## src/rtl/accu_fifo.sv

```systemverilog
// rtl/accu_fifo.sv - edge-captured circular buffer for accumulator window sums
// One capture per wr_valid high period; sums arriving while full are dropped and counted.
module accu_fifo #(
  parameter int data_width = 38,
  parameter int depth      = 16,
  parameter int addr_width = 4
) (
  input  logic                  clk,
  input  logic                  rst,
  input  logic [data_width-1:0] wr_data,
  input  logic                  wr_valid,
  output logic [data_width-1:0] rd_data,
  output logic                  rd_valid,
  input  logic                  rd_ready,
  output logic [addr_width:0]   level,
  output logic                  full,
  output logic                  empty,
  output logic                  overflow,
  input  logic                  ovf_clr,
  output logic [7:0]            drop_cnt
);

  localparam logic [addr_width:0] full_lvl = (addr_width+1)'(depth);

  logic [data_width-1:0] mem [depth];

  logic                  wv_q, wv_d;
  logic [addr_width-1:0] wr_ptr_q, wr_ptr_d;
  logic [addr_width-1:0] rd_ptr_q, rd_ptr_d;
  logic [addr_width:0]   level_q, level_d;
  logic                  ovf_q, ovf_d;
  logic [7:0]            drop_cnt_q, drop_cnt_d;

  logic wr_stb, rd_fire, wr_acc, drop;

  assign full     = (level_q == full_lvl);
  assign empty    = (level_q == '0);
  assign rd_valid = ~empty;
  assign rd_data  = mem[rd_ptr_q];
  assign level    = level_q;
  assign overflow = ovf_q;
  assign drop_cnt = drop_cnt_q;

  always_comb begin
    wv_d       = wr_valid;
    wr_stb     = wr_valid & ~wv_q;
    rd_fire    = rd_valid & rd_ready;
    // A read in the same cycle frees the slot the write needs.
    wr_acc     = wr_stb & (~full | rd_fire);
    drop       = wr_stb & full & ~rd_fire;
    wr_ptr_d   = wr_ptr_q;
    rd_ptr_d   = rd_ptr_q;
    level_d    = level_q;
    ovf_d      = ovf_q;
    drop_cnt_d = drop_cnt_q;

    if (wr_acc) wr_ptr_d = wr_ptr_q + addr_width'(1);
    if (rd_fire) rd_ptr_d = rd_ptr_q + addr_width'(1);

    case ({wr_acc, rd_fire})
      2'b10:   level_d = level_q + (addr_width+1)'(1);
      2'b01:   level_d = level_q - (addr_width+1)'(1);
      default: level_d = level_q;
    endcase

    // Clearing wins over a drop in the same cycle.
    if (ovf_clr) begin
      ovf_d      = 1'b0;
      drop_cnt_d = 8'd0;
    end else if (drop) begin
      ovf_d = 1'b1;
      if (drop_cnt_q != 8'hFF) drop_cnt_d = drop_cnt_q + 8'd1;
    end
  end

  always_ff @(posedge clk or posedge rst) begin
    if (rst) begin
      wv_q       <= 1'b0;
      wr_ptr_q   <= '0;
      rd_ptr_q   <= '0;
      level_q    <= '0;
      ovf_q      <= 1'b0;
      drop_cnt_q <= 8'd0;
    end else begin
      wv_q       <= wv_d;
      wr_ptr_q   <= wr_ptr_d;
      rd_ptr_q   <= rd_ptr_d;
      level_q    <= level_d;
      ovf_q      <= ovf_d;
      drop_cnt_q <= drop_cnt_d;
    end
  end

  always_ff @(posedge clk) begin
    if (wr_acc) mem[wr_ptr_q] <= wr_data;
  end

endmodule

```

## config.mk

```make
export PLATFORM = sky130hd
export DESIGN_NAME = accu_fifo
export DESIGN_NICKNAME = d
export VERILOG_FILES = /design/src/rtl/accu_fifo.sv
export SDC_FILE = /design/constraint.sdc
export NUM_CORES = 1
export LEC_CHECK = 0
export BUFFER_PORTS_ARGS = -buffer_cell sky130_fd_sc_hd__buf_2
export CAP_MARGIN = 15
export CORE_ASPECT_RATIO = 1.1
export CORE_MARGIN = 5
export CORE_UTILIZATION = 40
export DETAILED_ROUTE_END_ITERATION = 7
export HOLD_SLACK_MARGIN = 0.03
export SETUP_SLACK_MARGIN = 0.5
export SLEW_MARGIN = 20
export SYNTH_ARGS = -nofsm -noshare
export SYNTH_HDL_FRONTEND = slang
export SYNTH_SLANG_ARGS = --single-unit
```

## constraint.sdc

```tcl
create_clock -name clk -period 6.89 [get_ports clk]
set_input_delay 1.378 -clock clk [delete_from_list [all_inputs] [get_ports clk]]
set_output_delay 1.378 -clock clk [all_outputs]
set_load 0.01 [all_outputs]
```

; ---- After elaboration in Yosys (flattened, before gate mapping)
; Memories as Yosys holds them, arrays and structs flattened.
; Index checks and enable logic that the tools add are counted.
[totals]
ramBits = 608
inputBits = 43
register_bits = 23
memories = 1
out_inout_bits = 55
wordCells = 39
[memory_table]
columns = name, words, word_bits, read_ports, rd_clocked_by_memory_dff, wr, line
row1 = mem, 16, 38, 1, 0, 1, 25  ; logic [data_width-1:0] mem [depth];
[op_classes]
reduce_logical = 5
n_addsub = 5
eq_ne = 4
muxes = 8
n_bitwise = 10
[op_table]
columns = op, count
row1 = $mux 8, 3
row2 = $pmux 5 s2, 1
row3 = $add 4x1->4 const B, 2
row4 = $add 8x1->8 const B, 1
row5 = $ne 8x8->1 const B, 1
row6 = $reduce_bool 2->1, 3
row7 = $add 5x1->5 const B, 1
row8 = $and 1x1->1, 5
row9 = $eq 5x5->1 const B, 1
row10 = $logic_not 5->1, 1
row11 = $sub 5x1->5 const B, 1
row12 = $mux 1, 4
row13 = $not 1->1, 4
row14 = $eq 2x1->1 const B, 1
row15 = $eq 2x2->1 const B, 1
row16 = $reduce_and 2->1, 1
row17 = $or 1x1->1, 1

; ---- Depth between registers and ports, before layout
; Gate-level depths: netlist of the first run.
[logic_depth]
ltp_word = 7
ltp_mapped = 9
ltp_nobuf = 9

; ---- Worst setup path after synthesis of the first run
; No wires, ideal clock.
[synth_path]
kind = input port to flip-flop
from = in wr_valid
to = mem mem[3][0], enable pin
slack_ns = 1.692
required_time_ns = 6.410
cell_stages = 4
setup_time_ns = 0.480
arrival_time_ns = 4.717
path_cell_list = nand2b_1 -> a31oi_1 -> nand2_1 -> nor3_1
[synth_via]
elab_chain_len = 4
[synth_rtl]
columns = item, line
row1 = from (decl), 11  ; input logic wr_valid,
row2 = $and 1x1->1, 46  ; wr_stb = wr_valid & ~wv_q;
row3 = $and 1x1->1, 49  ; wr_acc = wr_stb & (~full | rd_fire);
row4 = $mux 1, 95  ; if (wr_acc) mem[wr_ptr_q] <= wr_data;
row5 = $mux 1 (implied by the code), 95
row6 = to (decl), 25
; No other way between the ends.

; ---- Worst setup path in the final report of the first run
[layout_path]
from = reg rd_ptr_q[1]
to = out rd_data[6]
[layout_via]
elab_chain_len = 1
[layout_rtl]
columns = item, line
row1 = from (decl), 29  ; logic [addr_width-1:0] rd_ptr_q, rd_ptr_d;
row2 = from (signal assigned), 87  ; rd_ptr_q <= rd_ptr_d;
row3 = $mem_v2 16x38, n/a
row4 = to (decl), 12  ; output logic [data_width-1:0] rd_data,
; No other way between the ends.

==> metrics.md, run 1 <==
| Metric | Value |
|---|---|
| DR vias | `11,239` |
| Final Cycle Share | `68.5%` |
| Max Clk Rate | `212 MHz` |
| DRT Wirelength | `52,900 um` |
| Syn Std Cell Area | `24,000 sq um` |
| Synth top area share | `76.1%` |
| Share of cells above drive strength 1 | `31.0%` |
| Final ANT Viol Nets | `0` |
| Post-Route Skew | `13.5 ps` |
| Final Net Count | `1,254` |
| Fraction of registers with async set/reset | `3.65%` |
| CTS tree | `yes` |
| Root Buffer | `clkbuf_16` |
| Status | `finished, final reports clean` |
| Slew margin rel. | `33.0%` |
| Clk slew on worst S/H paths | `60 ps` |
| Sequential fraction of the synthesis area | `78.5%` |
| Post-synth top area cell | `edfxtp_1` |
| Vias in the first global route | `12,086` |
| Die area | `65,000 sq um` |
| Total core area | `59,600 sq um` |
| Met2 wire len | `26,800 um` |
| Pre-CTS WS | `2660 ps` |
| Setup crit end kind | `primary output` |
| Top Metal Used | `met5` |
| Synth top area cells | `edfxtp_1 (76%), mux4_2 (14%), dfrtp_1 (2.4%)` |
| Number of synthesized register bits | `631` |
| Maximum VDD drop | `0.235 mV` |
| Met3 WL post-DR | `2970 um` |
| Detailed placement HPWL | `27,600 um` |
| Syn nets | `1,126` |
| Worst Tran Pin Value | `1000 ps` |
| # H-tree levels | `2` |
| Longest Clk Path Bufs | `3` |
| P per Cell Area | `390 nW/um^2` |
| Final Max Tran Viols | `0` |
| RSZ-0062 raised after global routing | `false` |
| EDFF count, synth | `608` |
| Clk Latency, worst-skew pair | `620 ps` |
| Core Rows | `94` |
| Detailed Routing Iterations Pass 1 | `4` |
| Leak | `8.83 nW` |
| First-pass GRT wire length | `79,100 um` |
| Unique cell type count in the Yosys netlist | `40` |
| Overflow after GRT | `0` |
| Setup bufs post-CTS | `0` |
| Vias/cell | `5.57` |
| PostCTS Resize Cnt | `0` |
| Average wire per standard cell | `26.2 um` |
| Metal-1 WL | `22,100 um` |
| Die W | `244 um` |
| Final setup violation count | `0` |
| Synth Instances | `1,073` |
| Syn_area_per_cell | `22.4 sq um` |
| Fin crit period | `4720 ps` |
| Crit Path Class | `reg -> out` |
| Die height | `267 um` |
| Gpl congestion | `0.710` |
| Largest net degree at the start of global routing | `103` |
| DR DRC count | `0` |
| TritonCTS buffer count | `59` |
| Max-cap violations | `0` |
| Layout area overhead | `14.4%` |
| I/O pin count | `98` |
| Yosys warnings | `0` |
| Starting Density | `40.2%` |
| DRC violation total after the first TritonRoute iteration | `973` |
| Critical Path Start Type | `flop` |
| Main flop type after synthesis | `edfxtp_1` |
| Final hold viol count | `0` |
| Final TNS setup | `0 ps` |
| Critical Path AT | `3340 ps` |
| Buffers on Ports | `97` |
| Crit-path max FO | `102` |
| Clock sinks | `631` |
| Worst Hold Class | `reg -> reg` |
| Initial antenna violation count | `8` |
| Post-route setup slack | `2170 ps` |
| Total Routing Usage GR | `16.2%` |
| Hold Buf Count CTS | `0` |
| Critical path required time | `5510 ps` |
layer usage:
| metal | track usage [%] | up-vias |
|---|---|---|
| met3 | 3.29 | 72 |
| met2 | 27.7 | 322 |
| met4 | 3.95 | 6 |
| li1 | - | 4780 |
| met1 | 21.7 | 6059 |
| met5 | 0 | - |
kinds of logic after synthesis:
group / share of synthesized area (%)
adders and majority gates: 0.553
xor gates and xnor gates: 0.365
buffers and inverters: 1.10
DFF: 78.5
AOI/OAI and AO/OA: 3.03
and+or+nand+nor: 1.95
muxes: 14.5
cells in the mapped netlist (2+ instances only):
master,instances
a21oi_1,8
a22oi_1,76
and2_1,2
buf_1,7
buf_2,19
clkbuf_1,29
dfrtp_1,23
edfxtp_1,608
ha_1,9
inv_1,8
mux2_1,2
mux2i_1,3
mux4_2,152
nand2_1,47
nand2b_1,4
nand3_1,8
nand4_1,2
nor2_1,17
nor2b_1,4
nor3_1,4
o211ai_1,3
o21ai_0,4
o31ai_1,3
or2_2,2
or3_1,3
or4_1,4
xnor2_1,8
xor2_1,2
worst max-delay path: stages (launching register included):
cell	delay (ps)
dfrtp_4	1020
buf_12	470
mux4_2	420
a22oi_1	210
nand2_1	150
buf_2	180
final cells by class:
cell class | instances | area (sq um)
Clock inverter | 31 | 328
Clock buffer | 76 | 1540
Timing Repair Buffer | 122 | 711
Sequential cell | 631 | 18800
Antenna cell | 2 | 5.00
Multi-Input combinational cell | 378 | 5040
Inverter | 9 | 33.8
Fill cell | 4847 | 32200
Tap cell | 768 | 961
cells in the final DEF (no fill, tap or decap), types with 9 or more instances in the layout:
master	count
edfxtp_1	608
mux4_2	152
buf_2	97
a22oi_1	76
clkbuf_16	59
nand2_1	47
buf_4	22
dfrtp_1	21
clkbuf_1	17
clkinv_2	14
nor2_4	13
ha_1	9
final timing paths:
path                                         start                      end  slack, ps  cells past startpoint
max in group asynchronous                      rst  rd_ptr_q[1]$_DFFE_PP0P_       5230                      2
max                        rd_ptr_q[1]$_DFFE_PP0P_               rd_data[6]       2170                      5
min                           overflow$_DFFE_PP0P_     overflow$_DFFE_PP0P_        500                      2
min reg2reg                   overflow$_DFFE_PP0P_     overflow$_DFFE_PP0P_        500                      2
max reg2reg                   level[0]$_DFFE_PP0P_     mem[6][15]$_DFFE_PP_       3750                      5
min in group asynchronous                      rst     overflow$_DFFE_PP0P_        970                      2
state kept, by name, summed over array words and instances (netlist names):
name,count
mem,608
level,5
rd_ptr_q,4
overflow,1
wr_ptr_q,4
wv_q,1
drop_cnt,8
through the flow:
stage	std cells	utilization [%]	power (mW)	hold slack, ps	area (sq um)
finish	2017	46.0	10.7	505	27500
global route	2015	46.0	11.2	582	27500
CTS	2015	46.0	10.9	512	27500
detailed placement	1908	42.9	7.69	495	25600
global placement	1908	42.9	7.66	489	25600
floorplan	1073	-	6.62	490	24000
power breakdown:
group          total, mW  internal [mW]  switching, mW
Sequential          4.69           4.43          0.257
Clock               3.17           1.80           1.37
Combinational       2.84           1.30           1.54
No activity file was read; power rests on OpenSTA's default activity.
==> run 2: changes to the inputs <==
==> constraint.sdc (replaced) <==
create_clock -name clk -period 3.9 [get_ports clk]
set_input_delay 0.78 -clock clk [delete_from_list [all_inputs] [get_ports clk]]
set_output_delay 0.78 -clock clk [all_outputs]
set_load 0.01 [all_outputs]
==> metrics.md, run 2 (same netlist as run 1, synthesis figures left out) <==
| Metric | Value |
|---|---|
| Vias/cell | `5.57` |
| Commonest non-fill, non-tap cell in the layout | `edfxtp_1` |
| Worst Tran Pin Value | `903 ps` |
| Buf/Inv on CP | `3` |
| Final Cycle Share | `86.3%` |
| Overflow after GRT | `0` |
| Seq pwr share | `41.4%` |
| Crit Path Class | `reg -> out` |
| Crit-path max FO | `22` |
| Clk slew on worst S/H paths | `60 ps` |
| Maximum VDD drop | `0.387 mV` |
| TritonCTS buffer count | `59` |
| Starting Density | `40.2%` |
| Setup crit end kind | `primary output` |
| Critical Path Start Type | `flop` |
| Critical path required time | `3120 ps` |
| Final Max Tran Viols | `0` |
| Crit-path cells | `buf_4 > bufbuf_16 > mux4_2 > a22oi_1 > nand2_1 > buf_2` |
| Slew margin rel. | `39.5%` |
| Switch Pwr | `5.84 mW` |
| Hold Buf Count CTS | `0` |
| Leak | `9.17 nW` |
| Comb power frac | `31.1%` |
| Gpl congestion | `0.738` |
| First-pass GRT wire length | `80,000 um` |
| Final ANT Viol Nets | `0` |
| # H-tree levels | `2` |
| Fin crit period | `3360 ps` |
| Worst Hold Class | `in -> reg` |
| Max Clk Rate | `297 MHz` |
| CTS tree | `yes` |
| Root Buffer | `clkbuf_16` |
| Final hold viol count | `0` |
| Power Total | `19.5 mW` |
| Clk network pwr share | `27.5%` |
| Vias in the first global route | `12,158` |
| Die height | `267 um` |
| Internal power | `13.7 mW` |
| Top Family by Delay on Critical Path | `buffers and inverters` |
| Pre-CTS WS | `955 ps` |
| Final TNS setup | `0 ps` |
| P per Cell Area | `694 nW/um^2` |
| Crit path largest cell delay | `560 ps` |
| DRT Wirelength | `53,700 um` |
| DR vias | `11,494` |
| Core Rows | `94` |
| Detailed Routing Iterations Pass 1 | `5` |
| Fill cell count | `4,826` |
| Die W | `244 um` |
| Share of cells above drive strength 1 | `34.0%` |
| Layout area overhead | `17.2%` |
| Slowest CP cell | `mux4_2` |
| Max-cap violations | `0` |
| Clock sinks | `631` |
| Commonest cells after routing, fill and taps aside | `edfxtp_1 (608), mux4_2 (152), buf_2 (97)` |
| Longest Clk Path Bufs | `3` |
| Final setup violation count | `0` |
| Initial antenna violation count | `4` |
| Total core area | `59,600 sq um` |
| Final cell count without fillers | `2,065` |
| Largest register FFs | `608` |
| Final Net Count | `1,305` |
| Average wire per standard cell | `26.0 um` |
| Post-route setup slack | `536 ps` |
| Switching Share | `29.9%` |
| Post-Route Skew | `14.7 ps` |
| Critical Path AT | `2580 ps` |
| DP Cell Count | `1,932` |
| DR DRC count | `0` |
| Largest net degree at the start of global routing | `42` |
| Buffers on Ports | `97` |
| Die area | `65,000 sq um` |
| Detailed placement HPWL | `29,700 um` |
| RSZ-0062 raised after global routing | `true` |
| Status | `finished, final reports clean` |
| I/O pin count | `98` |
| DRC violation total after the first TritonRoute iteration | `1,011` |
| Total Routing Usage GR | `16.5%` |
| Top reg by flops | `mem` |
| Clk Latency, worst-skew pair | `620 ps` |
-- run 2: metal layers --
layer	track usage, %	vias to the layer above	share of wire, %
met5	0	-	0.039
li1	-	4905	-
met4	3.48	4	1.7
met2	27.4	299	50
met1	23.1	6215	44
met3	3.14	71	5.2
-- run 2: power by group through the flow --
stage	Clock, mW	Combinational (mW)	Sequential (mW)
after global placement	0	5.41	8.27
after detailed placement	0	5.43	8.29
after floorplan	0	3.61	8.09
final	5.37	6.07	8.08
after CTS	5.50	5.88	8.10
after global routing	5.79	6.53	8.11
-- run 2: final timing paths --
path	start	depth (start not counted)	endpoint	slack, ps
worst min-delay path	wr_valid	1	wv_q$_DFF_PP0_	310
worst max register to register	level[0]$_DFFE_PP0P_	9	level[4]$_DFFE_PP0P_	1180
max in group asynchronous	rst	2	rd_ptr_q[0]$_DFFE_PP0P_	2890
worst max-delay path	rd_ptr_q[0]$_DFFE_PP0P_	6	rd_data[36]	540
worst min register to register	overflow$_DFFE_PP0P_	2	overflow$_DFFE_PP0P_	510
min in group asynchronous	rst	2	drop_cnt[0]$_DFFE_PP0P_	360
-- run 2: final cells by class --
type                            count  area (sq um)  share of cell area [%]
Inverter                            9          33.8                   0.120
Antenna cell                        2          5.00                  0.0178
Clock buffer                       66          1500                    5.34
Multi-Input combinational cell    379          5100                    18.1
Timing Repair Buffer              172          1400                    4.98
Tap cell                          768           961                    3.42
Sequential cell                   631         18800                    67.0
Clock inverter                     38           274                   0.975
-- run 2: stage by stage --
stage,hold WS [ps],instance area (sq um),utilization (%)
detailed placement,500,25900,43.4
CTS,270,27900,46.7
global placement,500,25900,43.4
floorplan,490,24000,-
global route,279,28100,47.1
finish,315,28100,47.2
-- run 2: what timing repair did --
item                                    in CTS  in global routing
resized for setup                           11                  9
endpoints found under the setup margin      38                 34
buffers inserted                             5                 15
gates cloned                                 5                  2
-- run 2: worst register-to-register path: stages, from the launching register on --
cell	delay (ps)
dfrtp_1	470
nor4_4	490
nand2b_1	230
nand3_1	210
inv_2	90
ha_1	310
or2_2	320
o21a_1	130
o31a_1	250
o211ai_1	150
